$ cat config.mk
export PLATFORM = sky130hd
export DESIGN_NAME = alu_arbiter
export DESIGN_NICKNAME = d
export VERILOG_FILES = /design/src/rtl/alu_arbiter.sv
export SDC_FILE = /design/constraint.sdc
export NUM_CORES = 1
export LEC_CHECK = 0
export CORE_ASPECT_RATIO = 1.5
export CORE_UTILIZATION = 35
export CTS_CLUSTER_DIAMETER = 50
export DETAILED_ROUTE_END_ITERATION = 8
export PLACE_DENSITY = 0.74
export SKIP_LAST_GASP = 1
export SYNTH_ARGS = -nofsm -noshare
export SYNTH_HDL_FRONTEND = slang
export SYNTH_SLANG_ARGS = --single-unit
$ cat constraint.sdc
create_clock -name clk -period 2.3 [get_ports clk]
set_clock_uncertainty 0.2 [all_clocks]
set_input_delay 0.46 -clock clk [delete_from_list [all_inputs] [get_ports clk]]
set_output_delay 0.46 -clock clk [all_outputs]
set_load 0.03 [all_outputs]
$ cat src/rtl/alu_arbiter.sv
// alu_arbiter: two-requester front end for a single shared combinational ALU.
// Grants one requester at a time (round-robin by default), holds its operands
// on the ALU for one EXEC cycle, then presents the result until the owning
// requester takes it.
//
// Ports:
//   clk, rst_n                 clock, asynchronous active-low reset
//   req_valid/req_ready [1:0]  per-requester request handshake
//   req_op  [2*OPW-1:0]        packed opcodes {op1,op0}
//   req_a/req_b [2*DW-1:0]     packed operands {x1,x0}
//   rsp_valid [1:0]            one-hot response toward the owner
//   rsp_ready [1:0]            per-requester response consumed
//   rsp_data  [DW-1:0]         captured ALU result
//   alu_op/alu_a/alu_b         drive to the shared ALU
//   alu_result [DW-1:0]        combinational ALU result
//   busy                       a transaction is in flight
//
// Build option: define ARB_FIXED_PRIO_EN to make requester 0 always win when
// it is valid; the round-robin pointer is then not built.
module alu_arbiter #(
  parameter int unsigned DW  = 32,
  parameter int unsigned OPW = 5
) (
  input  logic              clk,
  input  logic              rst_n,
  input  logic [1:0]        req_valid,
  output logic [1:0]        req_ready,
  input  logic [2*OPW-1:0]  req_op,
  input  logic [2*DW-1:0]   req_a,
  input  logic [2*DW-1:0]   req_b,
  output logic [1:0]        rsp_valid,
  input  logic [1:0]        rsp_ready,
  output logic [DW-1:0]     rsp_data,
  output logic [OPW-1:0]    alu_op,
  output logic [DW-1:0]     alu_a,
  output logic [DW-1:0]     alu_b,
  input  logic [DW-1:0]     alu_result,
  output logic              busy
);

  typedef enum logic [1:0] {IDLE, EXEC, RESP} state_t;

  state_t          state;
  logic            owner;
  logic [DW-1:0]   a_q;
  logic [DW-1:0]   b_q;
  logic [1:0]      grant;
  logic            accept;
  logic            gidx;

`ifndef ARB_FIXED_PRIO_EN
  // Index of the requester granted most recently; resets to 1 so 0 wins first.
  logic            last;
`endif

  // Grant selection among currently valid requesters.
  always_comb begin
    grant = 2'b00;
`ifdef ARB_FIXED_PRIO_EN
    if (req_valid[0])      grant = 2'b01;
    else if (req_valid[1]) grant = 2'b10;
`else
    case (req_valid)
      2'b01:   grant = 2'b01;
      2'b10:   grant = 2'b10;
      2'b11:   grant = last ? 2'b01 : 2'b10;
      default: grant = 2'b00;
    endcase
`endif
  end

  // Ready must answer req_valid in the same cycle, so it is combinational;
  // gating with rst_n keeps it low while reset is held.
  assign req_ready = (rst_n && (state == IDLE)) ? grant : 2'b00;
  assign accept    = |(req_valid & req_ready);
  assign gidx      = grant[1];
  assign busy      = (state != IDLE);
  assign alu_a     = a_q;
  assign alu_b     = b_q;

  // Transaction FSM with registered outputs.
  always_ff @(posedge clk or negedge rst_n) begin
    if (!rst_n) begin
      state     <= IDLE;
      owner     <= 1'b0;
      a_q       <= '0;
      b_q       <= '0;
      alu_op    <= '0;
      rsp_valid <= 2'b00;
      rsp_data  <= '0;
`ifndef ARB_FIXED_PRIO_EN
      last      <= 1'b1;
`endif
    end else begin
      case (state)
        IDLE: begin
          if (accept) begin
            owner  <= gidx;
            alu_op <= gidx ? req_op[2*OPW-1:OPW] : req_op[OPW-1:0];
            a_q    <= gidx ? req_a[2*DW-1:DW]    : req_a[DW-1:0];
            b_q    <= gidx ? req_b[2*DW-1:DW]    : req_b[DW-1:0];
`ifndef ARB_FIXED_PRIO_EN
            last   <= gidx;
`endif
            state  <= EXEC;
          end
        end
        EXEC: begin
          rsp_data  <= alu_result;
          alu_op    <= '0;
          rsp_valid <= {owner, ~owner};
          state     <= RESP;
        end
        RESP: begin
          // Only the owner's rsp_ready closes the transaction.
          if (rsp_ready[owner]) begin
            rsp_valid <= 2'b00;
            state     <= IDLE;
          end
        end
        default: state <= IDLE;
      endcase
    end
  end

endmodule

==> results.json <==
{
  "crit_chain": "or3b_4 > or2_4 > a21oi_4 > buf_6",
  "clkPwrFrac_pct": 14.8,
  "cts_made_buffers": 9,
  "drc": 0,
  "critPathMaxStageDelay_ns": 0.43,
  "r2r_cells": 4,
  "total_leakage_power_nw": 3.35,
  "p_sw_share_pct": 42.1,
  "routed_via_density": 5.37,
  "tns_ns": -0.0340,
  "die_y_um": 148,
  "p_comb_share_pct": 54.9,
  "path_clk_slew_ns": 0.08,
  "r2r_slack_ns": 0.19,
  "critPathArrivalTime_ns": 1.67,
  "core.rowCount": 52,
  "crit_slowest_cell": "or3b_4",
  "grt_antenna_before_repair": 0,
  "r2r-start": "state[1]$_DFFE_PN0P_",
  "dp_hpwl_mm": 12.1,
  "grt_max_degree": 75,
  "violations": "setup timing",
  "postRouteWirelength_mm": 16.9,
  "drv_slew": 0,
  "final_core_util_pct": 60.5,
  "max_freq_ghz": 0.429,
  "rsz0062_at_grt": "yes",
  "hold_class": "in2async",
  "fin_crit_sh_pct": 101,
  "cts_hold_buf": 0,
  "crit_required_ns": 1.64,
  "die-area_sq_um": 14600,
  "port_buffers": 281,
  "die_x_um": 99.2,
  "yosysSeqAreaShare_pct": 54.1,
  "final_nets": 936,
  "r2r_end": "alu_b[7]$_DFFE_PN0P_",
  "worstMarginPinSlew_ns": 0.772,
  "grt_pass1_wl_mm": 26.2,
  "drtIter0Drc": 158,
  "grt_pass1_vias": 5154,
  "cp.buffers_inverters": 1,
  "cts_sinks": 107,
  "power_switching_w": 0.00461,
  "floorplan.initialDensity_pct": 36.3,
  "grt_overflow": 0,
  "status": "finished, violations left",
  "track_usage_pct": 23.0,
  "drv_cap": 0,
  "postSynthCellCount": 500,
  "h-tree-depth": 3,
  "path_max_fanout": 2,
  "syn_to_final_growth_pct": 66.9,
  "syn_area_per_cell_sq_um": 9.91,
  "drive_gt1_share_pct": 10.6,
  "setup_violations": 2,
  "place_area_sq_um": 7930,
  "root_buffer": "clkbuf_16",
  "tritoncts": "done",
  "regArea_sq_um": 2680,
  "endpoint_kind": "output port",
  "min_period_ns": 2.33,
  "power_w": 0.0109,
  "n_antenna_cell": 0,
  "ys.warnings.count": 0,
  "cell_internal_pwr_w": 0.00634,
  "routedWlPerCell_um": 18.2,
  "hold_viol_final": 0,
  "n_fill_cell": 1217,
  "power_density_nw_per_um2": 1320,
  "globalplace.congestion": 0.813,
  "syn_area_sq_um": 4960,
  "first_pass_iters": 4,
  "cp_top_family": "simple AND/OR/NAND/NOR gates",
  "pwr-share-seq_pct": 30.3,
  "syn_nets": 676,
  "ys_seq_elements": 107,
  "clk_path_buf_depth": 2,
  "yosysUniqueCellTypes": 26,
  "crit_type": "reg2out",
  "multi_input_area_sq_um": 2020,
  "ant_nets": 0,
  "start_kind": "register",
  "finalInstanceArea_sq_um": 8270,
  "fin_ws_ns": -0.0314,
  "coreArea_sq_um": 13700,
  "clk_latency_ns": 0.34,
  "ioPinCount": 282,
  "vias": 4980,
  "ir_drop_v": 0.000540,
  "slew_headroom_pct": 48.6
}
## cells in the mapped netlist
library cell	n	area, sq um
nand3_1	1	5.00
o2111ai_1	1	8.76
o22a_1	1	8.76
nand2b_1	2	12.5
a221oi_1	1	8.76
o31ai_1	64	480
buf_1	1	3.75
or2_1	1	6.26
a21oi_1	74	370
a21boi_1	1	7.51
buf_6	9	101
or3b_1	1	8.76
inv_1	10	37.5
mux2_2	32	360
nor3_1	1	5.00
nand2_1	4	15.0
clkbuf_1	39	146
o21ai_0	67	335
or2_2	1	6.26
dfstp_2	1	26.3
nand3b_1	3	22.5
o32ai_1	5	43.8
dfrtp_1	106	2650
nor2b_1	1	6.26
buf_2	2	10.0
nor2_1	71	267
## power groups by stage
stage	Clock, W	Sequential [W]	Combinational (W)
6_report	0.00162	0.00331	0.00601
3_5_place_dp	0	0.00334	0.00600
3_3_place_gp	0	0.00330	0.00590
4_1_cts	0.00164	0.00332	0.00606
5_1_grt	0.00172	0.00341	0.00636
2_1_floorplan	0	0.00500	0.00163
## stage by stage
step           hold WS [ns]  setup WS [ns]  std cells
3_5_place_dp          0.292         -0.150        910
6_report             0.0383        -0.0314        927
3_3_place_gp          0.287         -0.124        910
5_1_grt               0.105        -0.0854        927
2_1_floorplan       -0.0356         -0.109        500
4_1_cts              0.0664        -0.0391        927
## layout make-up
cell class                      count  share of cell area (%)
Clock buffer                       11                    3.06
Multi-Input combinational cell    332                    24.4
Sequential cell                   107                    32.4
Inverter                           10                   0.454
Timing Repair Buffer              300                    36.5
Clock inverter                      5                   0.726
Tap cell                          162                    2.45
## placed cells by master, fill, tap and decap left out, types with 5 or more instances in the layout
cell type | synthesis | layout
nor2_1 | 71 | 69
buf_4 | 0 | 15
a21oi_1 | 74 | 73
clkdlybuf4s50_1 | 0 | 276
inv_1 | 10 | 10
buf_12 | 0 | 6
o21ai_0 | 67 | 67
o31ai_1 | 64 | 64
o32ai_1 | 5 | 5
mux2_2 | 32 | 32
clkbuf_16 | 0 | 9
dfrtp_1 | 106 | 106
## timing repair
item,4_1_cts,5_1_grt
pin swaps,1,0
endpoints found under the setup margin,3,2
buffers inserted,1,0
resized for setup,9,0
## logic make-up (layout without fill, tap and decap cells)
| kind of cell | Yosys count | after routing | share of synthesized area, % |
|---|---|---|---|
| and+or+nand+nor | 86 | 86 | 7.14 |
| DFF | 107 | 107 | 54.1 |
| AOI/OAI and AO/OA | 214 | 214 | 25.5 |
| muxes | 32 | 32 | 7.27 |
| buffers and inverters | 61 | 326 | 6.03 |
## state kept, by name, summed over array words and instances (netlist names)
name and count:
last 1, rsp_valid 2, alu_a 32, state 2, alu_b 32, rsp_data 32, alu_op 5, owner 1
## worst max path at each step
stage / start / to / slack [ns] / cells after the start
floorplan: rst_n / req_ready[1] / -0.11 / 7
global placement: req_valid[1] / owner$_DFFE_PN0P_ / -0.12 / 6
detailed placement: req_valid[1] / owner$_DFFE_PN0P_ / -0.15 / 6
CTS: state[1]$_DFFE_PN0P_ / req_ready[1] / -0.04 / 4
global route: state[1]$_DFFE_PN0P_ / req_ready[1] / -0.09 / 4
finish: state[1]$_DFFE_PN0P_ / req_ready[1] / -0.03 / 4
## layer usage
| layer | share of wire, % | vias to the layer above | routed length (um) | track usage, % |
|---|---|---|---|---|
| li1 | - | 2305 | - | - |
| met1 | 36 | 2398 | 6100 | 24.7 |
| met2 | 53 | 245 | 8960 | 42.2 |
| met3 | 8.2 | 32 | 1390 | 5.86 |
| met4 | 2.7 | 0 | 457 | 9.85 |
| met5 | 0 | - | 0 | 0 |
Note: power is estimated with default switching activity, not from simulation.
